--- src/rtl/lsu_pkg.sv ---
// rtl/lsu_pkg.sv - shared size codes, byte-enable constants and state encoding for the load/store unit
package lsu_pkg;

    localparam logic [1:0] SIZE_BYTE = 2'b00;
    localparam logic [1:0] SIZE_HALF = 2'b01;
    localparam logic [1:0] SIZE_WORD = 2'b10;

    localparam logic [3:0] WME_BYTE = 4'b0001;
    localparam logic [3:0] WME_HALF = 4'b0011;
    localparam logic [3:0] WME_WORD = 4'b1111;

    typedef enum logic [1:0] {
        ST_IDLE   = 2'd0,
        ST_ACCESS = 2'd1,
        ST_RESP   = 2'd2
    } lsu_state_e;

    function automatic logic [2:0] size_bytes(input logic [1:0] size);
        case (size)
            SIZE_HALF: size_bytes = 3'd2;
            SIZE_WORD: size_bytes = 3'd4;
            default:   size_bytes = 3'd1;
        endcase
    endfunction

    // The illegal size code maps to no enables so it can never write.
    function automatic logic [3:0] wme_for(input logic [1:0] size);
        case (size)
            SIZE_BYTE: wme_for = WME_BYTE;
            SIZE_HALF: wme_for = WME_HALF;
            SIZE_WORD: wme_for = WME_WORD;
            default:   wme_for = 4'b0000;
        endcase
    endfunction

endpackage

--- src/rtl/load_store_unit_if.sv ---
// rtl/load_store_unit_if.sv - request, response and data-memory signals of the load/store unit
interface load_store_unit_if;

    logic        req_valid;
    logic        req_ready;
    logic        req_we;
    logic [1:0]  req_size;
    logic        req_unsigned;
    logic [31:0] req_addr;
    logic [31:0] req_wdata;
    logic        resp_valid;
    logic        resp_ready;
    logic [31:0] resp_rdata;
    logic        resp_err;
    logic [31:0] mem_address;
    logic [31:0] mem_datain;
    logic [3:0]  mem_wme;
    logic [7:0]  mem_do0;
    logic [7:0]  mem_do1;
    logic [7:0]  mem_do2;
    logic [7:0]  mem_do3;

    modport slave (
        input  req_valid, req_we, req_size, req_unsigned, req_addr, req_wdata,
        input  resp_ready, mem_do0, mem_do1, mem_do2, mem_do3,
        output req_ready, resp_valid, resp_rdata, resp_err,
        output mem_address, mem_datain, mem_wme
    );

    modport master (
        output req_valid, req_we, req_size, req_unsigned, req_addr, req_wdata,
        output resp_ready, mem_do0, mem_do1, mem_do2, mem_do3,
        input  req_ready, resp_valid, resp_rdata, resp_err,
        input  mem_address, mem_datain, mem_wme
    );

endinterface

--- src/rtl/lsu_extend.sv ---
// rtl/lsu_extend.sv - sign/zero extension of four little-endian load bytes by access size
module lsu_extend
    import lsu_pkg::*;
(
    input  logic [7:0]  b0,
    input  logic [7:0]  b1,
    input  logic [7:0]  b2,
    input  logic [7:0]  b3,
    input  logic [1:0]  size,
    input  logic        is_unsigned,
    output logic [31:0] result
);

    always_comb begin
        result = {b3, b2, b1, b0};
        case (size)
            SIZE_BYTE: result = {{24{~is_unsigned & b0[7]}}, b0};
            SIZE_HALF: result = {{16{~is_unsigned & b1[7]}}, b1, b0};
            default:   result = {b3, b2, b1, b0};
        endcase
    end

endmodule

--- src/rtl/load_store_unit.sv ---
// rtl/load_store_unit.sv - one-at-a-time load/store sequencer into the byte-addressed data memory
module load_store_unit
    import lsu_pkg::*;
#(
    parameter int MEM_BYTES = 256
) (
    input  logic              clk,
    input  logic              rst,
    load_store_unit_if.slave  bus
);

    lsu_state_e  state_q, state_d;
    logic        we_q, we_d;
    logic [1:0]  size_q, size_d;
    logic        uns_q, uns_d;
    logic        err_q, err_d;
    logic [31:0] addr_q, addr_d;
    logic [31:0] wdata_q, wdata_d;
    logic [31:0] raw_q, raw_d;

    logic        req_err;
    logic [32:0] last_byte;

    // Last touched byte is computed in 33 bits so addresses near 2^32 cannot wrap into range.
    always_comb begin
        last_byte = {1'b0, bus.req_addr} + 33'(size_bytes(bus.req_size)) - 33'd1;
        req_err   = (bus.req_size == 2'b11)
                  || ((bus.req_size == SIZE_HALF) && bus.req_addr[0])
                  || ((bus.req_size == SIZE_WORD) && (bus.req_addr[1:0] != 2'b00))
                  || (last_byte >= 33'(MEM_BYTES));
    end

    always_comb begin
        state_d = state_q;
        we_d    = we_q;
        size_d  = size_q;
        uns_d   = uns_q;
        err_d   = err_q;
        addr_d  = addr_q;
        wdata_d = wdata_q;
        raw_d   = raw_q;
        case (state_q)
            ST_IDLE: begin
                if (bus.req_valid) begin
                    we_d  = bus.req_we;
                    size_d = bus.req_size;
                    uns_d = bus.req_unsigned;
                    err_d = req_err;
                    raw_d = 32'h0;
                    if (req_err) begin
                        state_d = ST_RESP;
                    end else begin
                        // The memory bus only moves for accesses that will really happen.
                        addr_d  = bus.req_addr;
                        wdata_d = bus.req_wdata;
                        state_d = ST_ACCESS;
                    end
                end
            end
            ST_ACCESS: begin
                if (!we_q) begin
                    raw_d = {bus.mem_do3, bus.mem_do2, bus.mem_do1, bus.mem_do0};
                end
                state_d = ST_RESP;
            end
            ST_RESP: begin
                if (bus.resp_ready) begin
                    state_d = ST_IDLE;
                end
            end
            default: state_d = ST_IDLE;
        endcase
    end

    always_ff @(posedge clk or posedge rst) begin
        if (rst) begin
            state_q <= ST_IDLE;
            we_q    <= 1'b0;
            size_q  <= SIZE_BYTE;
            uns_q   <= 1'b0;
            err_q   <= 1'b0;
            addr_q  <= 32'h0;
            wdata_q <= 32'h0;
            raw_q   <= 32'h0;
        end else begin
            state_q <= state_d;
            we_q    <= we_d;
            size_q  <= size_d;
            uns_q   <= uns_d;
            err_q   <= err_d;
            addr_q  <= addr_d;
            wdata_q <= wdata_d;
            raw_q   <= raw_d;
        end
    end

    lsu_extend u_extend (
        .b0          (raw_q[7:0]),
        .b1          (raw_q[15:8]),
        .b2          (raw_q[23:16]),
        .b3          (raw_q[31:24]),
        .size        (size_q),
        .is_unsigned (uns_q),
        .result      (bus.resp_rdata)
    );

    assign bus.req_ready   = (state_q == ST_IDLE);
    assign bus.resp_valid  = (state_q == ST_RESP);
    assign bus.resp_err    = err_q;
    assign bus.mem_address = addr_q;
    assign bus.mem_datain  = wdata_q;
    assign bus.mem_wme     = ((state_q == ST_ACCESS) && we_q) ? wme_for(size_q) : 4'b0000;

endmodule

--- src/flat_wrapper.sv ---
// flat-port wrapper written by rule: the top's interface ports become plain ports
module load_store_unit_flat import lsu_pkg::*;
#(
    parameter int MEM_BYTES = 256
)
  (clk, rst, bus_req_valid, bus_req_we, bus_req_size, bus_req_unsigned, bus_req_addr, bus_req_wdata, bus_resp_ready, bus_mem_do0, bus_mem_do1, bus_mem_do2, bus_mem_do3, bus_req_ready, bus_resp_valid, bus_resp_rdata, bus_resp_err, bus_mem_address, bus_mem_datain, bus_mem_wme);
  load_store_unit_if bus_i ();
  input  logic clk;
  input  logic rst;
  input wire logic [$bits(bus_i.req_valid)-1:0] bus_req_valid;
  input wire logic [$bits(bus_i.req_we)-1:0] bus_req_we;
  input wire logic [$bits(bus_i.req_size)-1:0] bus_req_size;
  input wire logic [$bits(bus_i.req_unsigned)-1:0] bus_req_unsigned;
  input wire logic [$bits(bus_i.req_addr)-1:0] bus_req_addr;
  input wire logic [$bits(bus_i.req_wdata)-1:0] bus_req_wdata;
  input wire logic [$bits(bus_i.resp_ready)-1:0] bus_resp_ready;
  input wire logic [$bits(bus_i.mem_do0)-1:0] bus_mem_do0;
  input wire logic [$bits(bus_i.mem_do1)-1:0] bus_mem_do1;
  input wire logic [$bits(bus_i.mem_do2)-1:0] bus_mem_do2;
  input wire logic [$bits(bus_i.mem_do3)-1:0] bus_mem_do3;
  output wire logic [$bits(bus_i.req_ready)-1:0] bus_req_ready;
  output wire logic [$bits(bus_i.resp_valid)-1:0] bus_resp_valid;
  output wire logic [$bits(bus_i.resp_rdata)-1:0] bus_resp_rdata;
  output wire logic [$bits(bus_i.resp_err)-1:0] bus_resp_err;
  output wire logic [$bits(bus_i.mem_address)-1:0] bus_mem_address;
  output wire logic [$bits(bus_i.mem_datain)-1:0] bus_mem_datain;
  output wire logic [$bits(bus_i.mem_wme)-1:0] bus_mem_wme;
  assign bus_i.req_valid = bus_req_valid;
  assign bus_i.req_we = bus_req_we;
  assign bus_i.req_size = bus_req_size;
  assign bus_i.req_unsigned = bus_req_unsigned;
  assign bus_i.req_addr = bus_req_addr;
  assign bus_i.req_wdata = bus_req_wdata;
  assign bus_i.resp_ready = bus_resp_ready;
  assign bus_i.mem_do0 = bus_mem_do0;
  assign bus_i.mem_do1 = bus_mem_do1;
  assign bus_i.mem_do2 = bus_mem_do2;
  assign bus_i.mem_do3 = bus_mem_do3;
  assign bus_req_ready = bus_i.req_ready;
  assign bus_resp_valid = bus_i.resp_valid;
  assign bus_resp_rdata = bus_i.resp_rdata;
  assign bus_resp_err = bus_i.resp_err;
  assign bus_mem_address = bus_i.mem_address;
  assign bus_mem_datain = bus_i.mem_datain;
  assign bus_mem_wme = bus_i.mem_wme;
  load_store_unit #(.MEM_BYTES(MEM_BYTES)) u_core (.clk(clk), .rst(rst), .bus(bus_i));
endmodule
--- config.mk ---
export PLATFORM = sky130hd
export DESIGN_NAME = load_store_unit_flat
export DESIGN_NICKNAME = d
export VERILOG_FILES = /design/src/rtl/lsu_pkg.sv /design/src/rtl/load_store_unit_if.sv /design/src/rtl/lsu_extend.sv /design/src/rtl/load_store_unit.sv /design/src/flat_wrapper.sv
export SDC_FILE = /design/constraint.sdc
export NUM_CORES = 1
export LEC_CHECK = 0
export ABC_AREA = 1
export CAP_MARGIN = 10
export CORE_ASPECT_RATIO = 0.8
export CORE_UTILIZATION = 50
export CTS_CLUSTER_SIZE = 16
export DETAILED_ROUTE_END_ITERATION = 16
export PLACE_DENSITY = 0.82
export SLEW_MARGIN = 20
export SYNTH_ARGS = -nofsm -noshare
export SYNTH_HDL_FRONTEND = slang
export SYNTH_SLANG_ARGS = --single-unit
--- constraint.sdc ---
create_clock -name clk -period 6.85 [get_ports clk]
set_clock_uncertainty 0.1 [all_clocks]
set_input_delay 1.0275 -clock clk [delete_from_list [all_inputs] [get_ports clk]]
set_output_delay 1.0275 -clock clk [all_outputs]
set_load 0.05 [all_outputs]
# ---- Word-level counts from Yosys, hierarchy flattened
# Index checks and enable logic that the tools add are counted.
dict set report word_totals {
  reg_bits 103
  input_bits 104
}
dict set report op_classes {
  n_addsub 2
  order_cmp 1
  n_eq_ne 10
  n_mux 11
  bitwise_logic 4
  n_reduce_logical 14
}
# op n
set ops {}
lappend ops {{32-bit case mux with 2 select lines} 2}
lappend ops {{32-bit two-way mux} 2}
lappend ops {{32-bit by 3-bit adder with 33-bit output} 1}
lappend ops {{33-bit by 9-bit >= comparator with 1-bit output (second input constant)} 1}
lappend ops {{33-bit by 1-bit subtractor with 33-bit output (second input constant)} 1}
lappend ops {{4-bit case mux with 3 select lines} 1}
lappend ops {{2-bit equality test (second input constant)} 4}
lappend ops {{2-bit by 1-bit equality test with 1-bit output (second input constant)} 3}
lappend ops {{2-bit two-way mux} 3}
lappend ops {{2-bit != test (second input constant)} 3}
lappend ops {{2-bit case mux with 3 select lines} 1}
lappend ops {{3-bit case mux with 2 select lines} 1}
lappend ops {{3-bit AND reduction} 2}
lappend ops {{2-bit zero test} 2}
lappend ops {{4-bit two-way mux} 1}
lappend ops {{2-bit AND reduction} 2}
lappend ops {{2-bit nonzero test} 2}
lappend ops {{1-bit logical AND} 3}
lappend ops {{1-bit logical OR} 3}
lappend ops {{1-bit AND} 2}
lappend ops {{1-bit inverter} 2}

# ---- Depth between registers and ports, before layout
# Gate-level depths: netlist (run 1).
dict set report depth {
  word_depth 9
  depth_mapped 27
  ltp_nobuf 25
}

# ---- Hierarchy
# From an unflattened synthesis (run 1), not the netlist that was laid out.
dict set report unflattened {
  hier_cells 1300
  area_unflattened_um2 8154.1
}
# module instances cells_each area_each_um2 seq_area_each_um2
set modules_own_cells {}
lappend modules_own_cells {load_store_unit 1 1229 7749.9 2577.5}
lappend modules_own_cells {lsu_extend 1 71 404.1 0.0}

# ---- Least setup slack after synthesis (run 1)
# No wires, ideal clock.
dict set report synth_timing {
  path_kind {input to register}
  start {input port bus_req_size[1]}
  end {register u_core.addr_q[0] (netlist: u_core.bus.mem_address[0])}
  arrival_time_ns 3.599
  slack_ns 3.037
  path_stages 24
  path_buffers 2
  cell_sequence {inv_1 -> ha_1 -> inv_1 -> ha_1 -> inv_1 -> ha_1 -> inv_1 -> fa_1 -> inv_1 -> nand3_1 -> nand3_1 -> nand3_1 -> nand3_1 -> nand2_1 -> nand3_1 -> nand2_1 -> nor2_1 -> nand3_1 -> nor2_1 -> buf_2 -> buf_4 -> nand4_1 -> nand2_1 -> inv_1}
}
dict set report synth_between {
  elab_chain_cells 8
  elab_cells_between_ends 14
  classes_between {add/sub: 2; order compare: 1; eq/ne: 3; mux: 1; bitwise: 1; reduce/logical: 6}
}
# item line_no
set synth_rtl {}
lappend synth_rtl {{start, declared} flat_wrapper.sv:12} ;# input wire logic [$bits(bus_i.req_size)-1:0] bus_req_size;
lappend synth_rtl {{2-bit equality test or 2-bit by 1-bit equality test with 1-bit output (tied branches)} {lsu_pkg.sv:19, load_store_unit.sv:29, load_store_unit.sv:28}}
lappend synth_rtl {{3-bit case mux with 2 select lines} lsu_pkg.sv:19} ;# case (size)
lappend synth_rtl {{32-bit by 3-bit adder with 33-bit output} load_store_unit.sv:26} ;# last_byte = {1'b0, bus.req_addr} + 33'(size_bytes(bus.req_size)) - 33'd1;
lappend synth_rtl {{33-bit by 1-bit subtractor with 33-bit output} load_store_unit.sv:26}
lappend synth_rtl {{33-bit by 9-bit >= comparator with 1-bit output} load_store_unit.sv:30} ;# || (last_byte >= 33'(MEM_BYTES));
lappend synth_rtl {{1-bit logical OR (*)} load_store_unit.sv:30}
lappend synth_rtl {{1-bit inverter (no line) (*)} -}
lappend synth_rtl {{3-bit AND reduction (no line) (*)} -}
lappend synth_rtl {{end signal, assigned} load_store_unit.sv:91} ;# addr_q <= addr_d;
lappend synth_rtl {{end, declared} load_store_unit.sv:17} ;# logic [31:0] addr_q, addr_d;
# Every way passes the cells marked *; elsewhere a longest branch is shown, timed or not.
# A chain may end at the register's enable or synchronous reset.

# ---- Worst setup path in the final report (run 1)
dict set report layout_timing {
  start {input port bus_req_size[0]}
  end {register u_core.wdata_q[18] (netlist: u_core.bus.mem_datain[18])}
}
dict set report layout_between {
  elab_chain_cells 8
  elab_cells_between_ends 14
  classes_between {add/sub: 2; order compare: 1; eq/ne: 3; mux: 1; bitwise: 1; reduce/logical: 6}
}
# item line_no
set layout_rtl {}
lappend layout_rtl {{2-bit equality test or 2-bit by 1-bit equality test with 1-bit output (tied branches)} {lsu_pkg.sv:19, load_store_unit.sv:29, load_store_unit.sv:28}}
lappend layout_rtl {{3-bit case mux with 2 select lines} lsu_pkg.sv:19}
lappend layout_rtl {{32-bit by 3-bit adder with 33-bit output} load_store_unit.sv:26}
lappend layout_rtl {{33-bit by 1-bit subtractor with 33-bit output} load_store_unit.sv:26}
lappend layout_rtl {{33-bit by 9-bit >= comparator with 1-bit output} load_store_unit.sv:30}
lappend layout_rtl {{1-bit logical OR (*)} load_store_unit.sv:30}
lappend layout_rtl {{1-bit inverter (no line) (*)} -}
lappend layout_rtl {{3-bit AND reduction (no line) (*)} -}
lappend layout_rtl {{end signal, assigned} load_store_unit.sv:92} ;# wdata_q <= wdata_d;
lappend layout_rtl {{end, declared} load_store_unit.sv:18} ;# logic [31:0] wdata_q, wdata_d;
# Marks and branches as above.

==> results of run 1 <==
[worst paths after layout]
path                                            startpoint                               endpoint
max                                        bus_req_size[0]  u_core.bus.mem_datain[18]$_DFFE_PP0P_
min                        u_core.bus.resp_err$_DFFE_PP0P_        u_core.bus.resp_err$_DFFE_PP0P_
max reg2reg                        u_core.we_q$_DFFE_PP0P_           u_core.raw_q[20]$_DFFE_PP0P_
min reg2reg                u_core.bus.resp_err$_DFFE_PP0P_        u_core.bus.resp_err$_DFFE_PP0P_
max in group asynchronous                              rst           u_core.raw_q[30]$_DFFE_PP0P_
min in group asynchronous                              rst            u_core.raw_q[8]$_DFFE_PP0P_
[power breakdown]
| group | internal (mW) | total (mW) | leakage, nW | switching (mW) |
|---|---|---|---|---|
| clock network | 0.252 | 0.501 | 0.136 | 0.249 |
| logic | 0.151 | 0.419 | 4.43 | 0.268 |
| registers | 0.613 | 0.620 | 1.09 | 0.00664 |
| total | 1.02 | 1.54 | 5.65 | 0.524 |
[cell families (layout without fill, tap and decap cells)]
family                   count (synthesis)  count (layout)  share of synthesized area, %
flip-flops                             103             103                          32.2
AO/OA/AOI/OAI                          101             101                          6.51
XOR/XNOR                                 4               4                         0.437
AND/OR/NAND/NOR                        632             632                          34.5
buffers and inverters                  385             565                          19.6
adder cells (fa/ha/maj)                 43              43                          6.81
[through the flow]
step                worst slack [ns]  util [%]  hold WS [ns]  cell area (um^2)  power, mW
detailed placement              1.61      64.6         0.384             10100       1.04
finish                          1.89      66.4         0.398             10400       1.54
global route                    1.56      66.4         0.420             10400       1.62
CTS                             1.96      66.4         0.406             10400       1.55
global placement                1.75      64.6         0.377             10100       1.04
floorplan                       3.02         -         0.369              8020      0.891
[worst max-delay path: stages]
cell and delay, ns:
clkdlybuf4s50_1 0.57, inv_1 0.08, ha_1 0.28, inv_1 0.04
ha_1 0.17, inv_1 0.06, ha_1 0.15, inv_1 0.06
fa_1 0.43, inv_1 0.10, nand2_1 0.05, nand3_1 0.17
nand2_1 0.10, nand2_1 0.16, nand2_1 0.10, nand3_1 0.14
nand2_1 0.08, nor2_1 0.11, nand2_1 0.10, nor2_4 0.12
buf_4 0.63, nand4_1 0.18, nand2_1 0.13, inv_1 0.04
[layer usage]
metal  vias up  global-route usage (%)  wire length (um)
met2       355                    47.5             10400
met5         -                       0                 0
met4         0                    8.51               539
met1      3761                    38.9             10700
li1       4181                       -                 -
met3        41                    6.29              2020
[flip-flops by register name, summed over array words and instances (netlist names)]
signal                  cells
u_core.bus.mem_address     32
u_core.bus.mem_datain      32
u_core.bus.resp_err         1
u_core.raw_q               32
u_core.size_q               2
u_core.state_q              2
u_core.uns_q                1
u_core.we_q                 1
[layout by cell type, fill, tap and decap left out, drive strengths merged]
cell type,Yosys,layout
nand2,372,372
inv,334,337
clkdlybuf4s50,0,206
dfrtp,103,103
nor2,87,87
nand3,81,81
nand4,74,74
o21ai,67,67
ha,42,42
a21oi,27,27
clkbuf,18,9
nand3b,7,7
nor3,7,7
buf,30,7
clkinv,3,5
o21bai,3,3
and2,3,3
xnor2,2,2
xor2,2,2
a21o,1,1
a31oi,1,1
a211oi,1,1
o21a,1,1
or2,1,1
fa,1,1
clkinvlp,0,1
[layout make-up]
type                       instances  area, um^2  share of cell area, %
clock buffer                       9         225                   2.16
clock inverter                     6        56.3                  0.541
inverter                         337        1270                   12.2
multi-input combinational        780        3890                   37.4
sequential                       103        2580                   24.7
tap                              215         269                   2.58
timing repair buffer             213        2130                   20.4
==> results.cfg, run 1 <==
[sta]
hold_violations = 0
final_max_slew_viol_count = 0
relSlewSlack_pct = 31.8
worst_slew_pin_slew_ns = 1.02
fin_tns_setup_ns = 0
fmax_mhz = 202
rsz0062_at_grt = false
finalWorstPathRequiredPeriod_ns = 4.96
fin_crit_sh_pct = 72.4
finalSetupViolCount = 0

[synthesis]
synth-edff-count = 0
synthTopCellsByArea = dfrtp_1 (32%), nand2_1 (17%), inv_1 (15%)
netlist_instances = 1268
synth_area_um2 = 8020
synthFlopType = dfrtp_1
ys_warn_count = 0
post-synth-top-count-cell = nand2_1
syn_nets = 1415
ys_seq_area_share_pct = 32.2
synthDistinctLibCells = 32
yosys-top-cells-count = nand2_1 (354), inv_1 (330), dfrtp_1 (103), nor2_1 (84), nand3_1 (81)
ys_ff_latch = 103
synth_area_leader_cell = dfrtp_1
synth_async_sr_flop_share_pct = 100
synth_top_area_share_pct = 32.2
syn_avg_cell_area_um2 = 6.32

[critical_path]
crit_type = primary input to flip-flop
ff2ff_setup_slack_ns = 4.17
cp.arrival_ns = 5.10
worst_r2r_path_depth = 5
crit_fanout = 64
cp-end-kind = flip-flop
startpoint_type = primary input
cp.required_ns = 6.99

[cts]
cts-root-buf = clkbuf_16
cts_tree = done
cts_max_level = 3
path_clk_slew_ns = 0.07
hold_buffers = 0
cts_setup_buffers = 0
numClockSinks = 103
clock_latency_ns = 0.34
cts.path.max_buffers = 2
cts_resized = 0
cts_buffers = 9

[detailed_routing]
drc = 0
avgRoutedWirePerCell_um = 14.2
vias_per_cell = 5.01
vias = 8338
dr.first_iter.drc_count = 609
wl_um = 23700
drtPass1Iterations = 5
drtAntennaViolNets = 0

[die]
coreArea_um2 = 15700
die_area_um2 = 16500
chipHeight_um = 115
fp.dieW_um = 144
initial_core_util_pct = 51.1
rows = 41
boundaryPins = 207

[grt]
grt_start_max_net_pins = 69
overflow = 0
antenna_found_initial = 0
grt_pass1_wl_um = 37600
grt_pass1_vias = 7750
grt_usage_pct = 29.1

[placed_design]
dp.final_hpwl_um = 17800
place_congestion = 0.971
dp_cells = 1648
io_buffers = 206

[power_and_ir_drop]
p_per_area_nw_per_um2 = 148
p_leak_nw = 5.65
ir_drop_v = 0.000125

[worst_hold_path]
min_path_cells = 2
hold_class = flip-flop to flip-flop

[job]
max_cap_viol_count = 0

[final_layout]
layout.cells.non_filler = 1663
final_nets = 1591
syn_to_final_growth_pct = 30.0
drive_above_1_share_pct = 3.80
nFillCells = 1449
diodes = 0

[run_status]
outcome = finished clean
Power figures use the tool's default switching activity.
==> run 2: changes to the inputs <==
Settings changed: CORE_UTILIZATION 50 to 45, PLACE_DENSITY 0.82 to 0.78.
Clock period 6.85 ns to 4.2 ns, I/O delays scaled along.
==> run 2 against run 1 <==
Net effect:
- sequential share of layout area down 1.1 points
- worst setup slack worse by 1.6 ns
- global-route usage down 2.3 points
- clock-buffer cell count up 1
- first-iteration DRC count down 11%
- non-clock buffer count up 30
- clock power up 67%
- sequential power up 63%
- critical path depth unchanged
==> results.cfg, run 2 (synthesized netlist as in run 1, its figures left out) <==
[cts]
cts.path.max_buffers = 2
cts-root-buf = clkbuf_16
cts_tree = done
numClockSinks = 103
cts_max_level = 3
cts_buffers = 9
path_clk_slew_ns = 0.08
clock_latency_ns = 0.34
hold_buffers = 0

[job]
max_cap_viol_count = 0

[detailed_routing]
wl_um = 25700
dr.first_iter.drc_count = 542
avgRoutedWirePerCell_um = 15.1
drtPass1Iterations = 5
drc = 0
drtAntennaViolNets = 0
vias = 8477
vias_per_cell = 4.97

[critical_path]
path_cells = clkdlybuf4s50_1 > inv_1 > ha_1 > inv_1 > ha_1 > nand2_1 > nand2_1 > nand3_1 > nand2_1 > nand2_1 > nand2_1 > nand2_1 > nand2_1 > nor2_1 > nand2_1 > nor2_2 > nand3_1 > nor2_4 > buf_4 > nand3_4 > clkbuf_16 > nand2_1 > nand2_1 > inv_1
cp_slowest_stage_delay_ns = 0.48
cp.arrival_ns = 4.07
cp.required_ns = 4.40
timing.rr.start = u_core.state_q[1]$_DFFE_PP0P_
crit_type = primary input to flip-flop
crit_fanout = 8
worst_path_max_delay_cell = clkdlybuf4s50_1
cp_top_family = simple AND/OR/NAND/NOR gates
startpoint_type = primary input
cpMostUsedCell = nand2_1
cp-end-kind = flip-flop
worst-path-buf-inv = 6
cp-startpoint = bus_req_addr[2]

[die]
die_area_um2 = 18400
fp.dieW_um = 151
chipHeight_um = 121
boundaryPins = 207
initial_core_util_pct = 46.1
rows = 43
coreArea_um2 = 17400

[final_layout]
drive_above_1_share_pct = 6.15
final_nets = 1621
final_cell_mix = nand2_1 (354), inv_1 (329), clkdlybuf4s50_1 (204), dfrtp_1 (103), nor2_1 (80)
syn_to_final_growth_pct = 35.7
fin_util_pct = 62.6
mostFrequentLayoutCell = nand2_1
nFillCells = 1639
diodes = 0

[worst_hold_path]
hold_start = u_core.raw_q[0]$_DFFE_PP0P_
hold_class = flip-flop to flip-flop

[power_and_ir_drop]
finalPower_mw = 2.56
p_leak_nw = 5.91
ir_drop_v = 0.000182
p_per_area_nw_per_um2 = 235

[grt]
overflow = 0
grt_usage_pct = 26.8
antenna_found_initial = 0
grt_pass1_vias = 7878
grt_pass1_wl_um = 38800
grt_start_max_net_pins = 57

[sta]
rsz0062_at_grt = false
fmax_mhz = 258
final_max_slew_viol_count = 0
fin_crit_sh_pct = 92.2
finalSetupViolCount = 0
relSlewSlack_pct = 52.3
worst_slew_pin_slew_ns = 0.716
hold_violations = 0
finalWorstPathRequiredPeriod_ns = 3.87

[run_status]
outcome = finished clean

[placed_design]
place_congestion = 0.980
dp.final_hpwl_um = 18800
io_buffers = 206
run 2: changes by cell type in the layout (fill, tap and decap cells not counted), sizes merged:
| cell | before | now |
|---|---|---|
| buf | 7 | 31 |
| clkbuf | 9 | 16 |
| clkdlybuf4s50 | 206 | 204 |
| dlymetal6s2s | 0 | 2 |
| inv | 337 | 339 |
| clkinv | 5 | 4 |
| clkinvlp | 1 | 0 |
run 2: through the flow:
step / setup TNS, ns / hold slack [ns] / cell area, um^2 / setup slack (ns) / cells
2_1_floorplan: 0 / 0.369 / 8020 / 0.766 / 1268
3_3_place_gp: -0.0866 / 0.384 / 10300 / -0.0311 / 1676
3_5_place_dp: -7.99 / 0.387 / 10300 / -0.181 / 1676
4_1_cts: 0 / 0.405 / 10600 / 0.170 / 1692
5_1_grt: 0 / 0.439 / 10900 / 0.0639 / 1704
6_report: 0 / 0.402 / 10900 / 0.329 / 1704
run 2: final cells by class:
class                   instances  area (um^2)  share of cell area (%)
well taps                     225          282                    2.59
clock buffers                  10          229                    2.10
flip-flops and latches        103         2580                    23.7
repair buffers                243         2540                    23.4
clock inverters                 6         62.6                   0.575
multi-input cells             780         3920                    36.0
inverters                     337         1270                    11.6
run 2: path summary, 6_finish.rpt:
kind                                                         to  slack, ns  cells past startpoint
max in group asynchronous               u_core.we_q$_DFFE_PP0P_       2.51                      3
setup / recovery           u_core.bus.mem_datain[7]$_DFFE_PP0P_       0.33                     24
hold / removal                      u_core.raw_q[0]$_DFFE_PP0P_       0.40                      2
min in group asynchronous          u_core.raw_q[21]$_DFFE_PP0P_       0.65                      2
hold reg to reg                     u_core.raw_q[0]$_DFFE_PP0P_       0.40                      2
setup reg to reg           u_core.bus.mem_datain[7]$_DFFE_PP0P_       1.96                      8
run 2: routing by layer:
| layer | part of all wire, % | global-route usage, % |
|---|---|---|
| met5 | 0 | 0 |
| met4 | 2.4 | 8.31 |
| met3 | 8.7 | 6.92 |
| met2 | 44 | 41.2 |
| met1 | 45 | 36.6 |
run 2: worst register-to-register path, delay by kind of cell, from the launching register on:
family	cells	cell delay [ns]
buf+inv	3	0.89
simple gates	5	0.78
flops	1	0.41
run 2: timing repair:
item                                    4_1_cts  5_1_grt
hold endpoints to repair                      0        0
endpoints found under the setup margin        0       65
resized for setup                             0        8
setup buffers                                 0        4
run 2: where the power goes:
group | internal [mW] | leakage (nW) | switching, mW | total [mW]
logic | 0.266 | 4.68 | 0.448 | 0.714
registers | 1.00 | 1.09 | 0.00905 | 1.01
clock network | 0.420 | 0.143 | 0.417 | 0.838
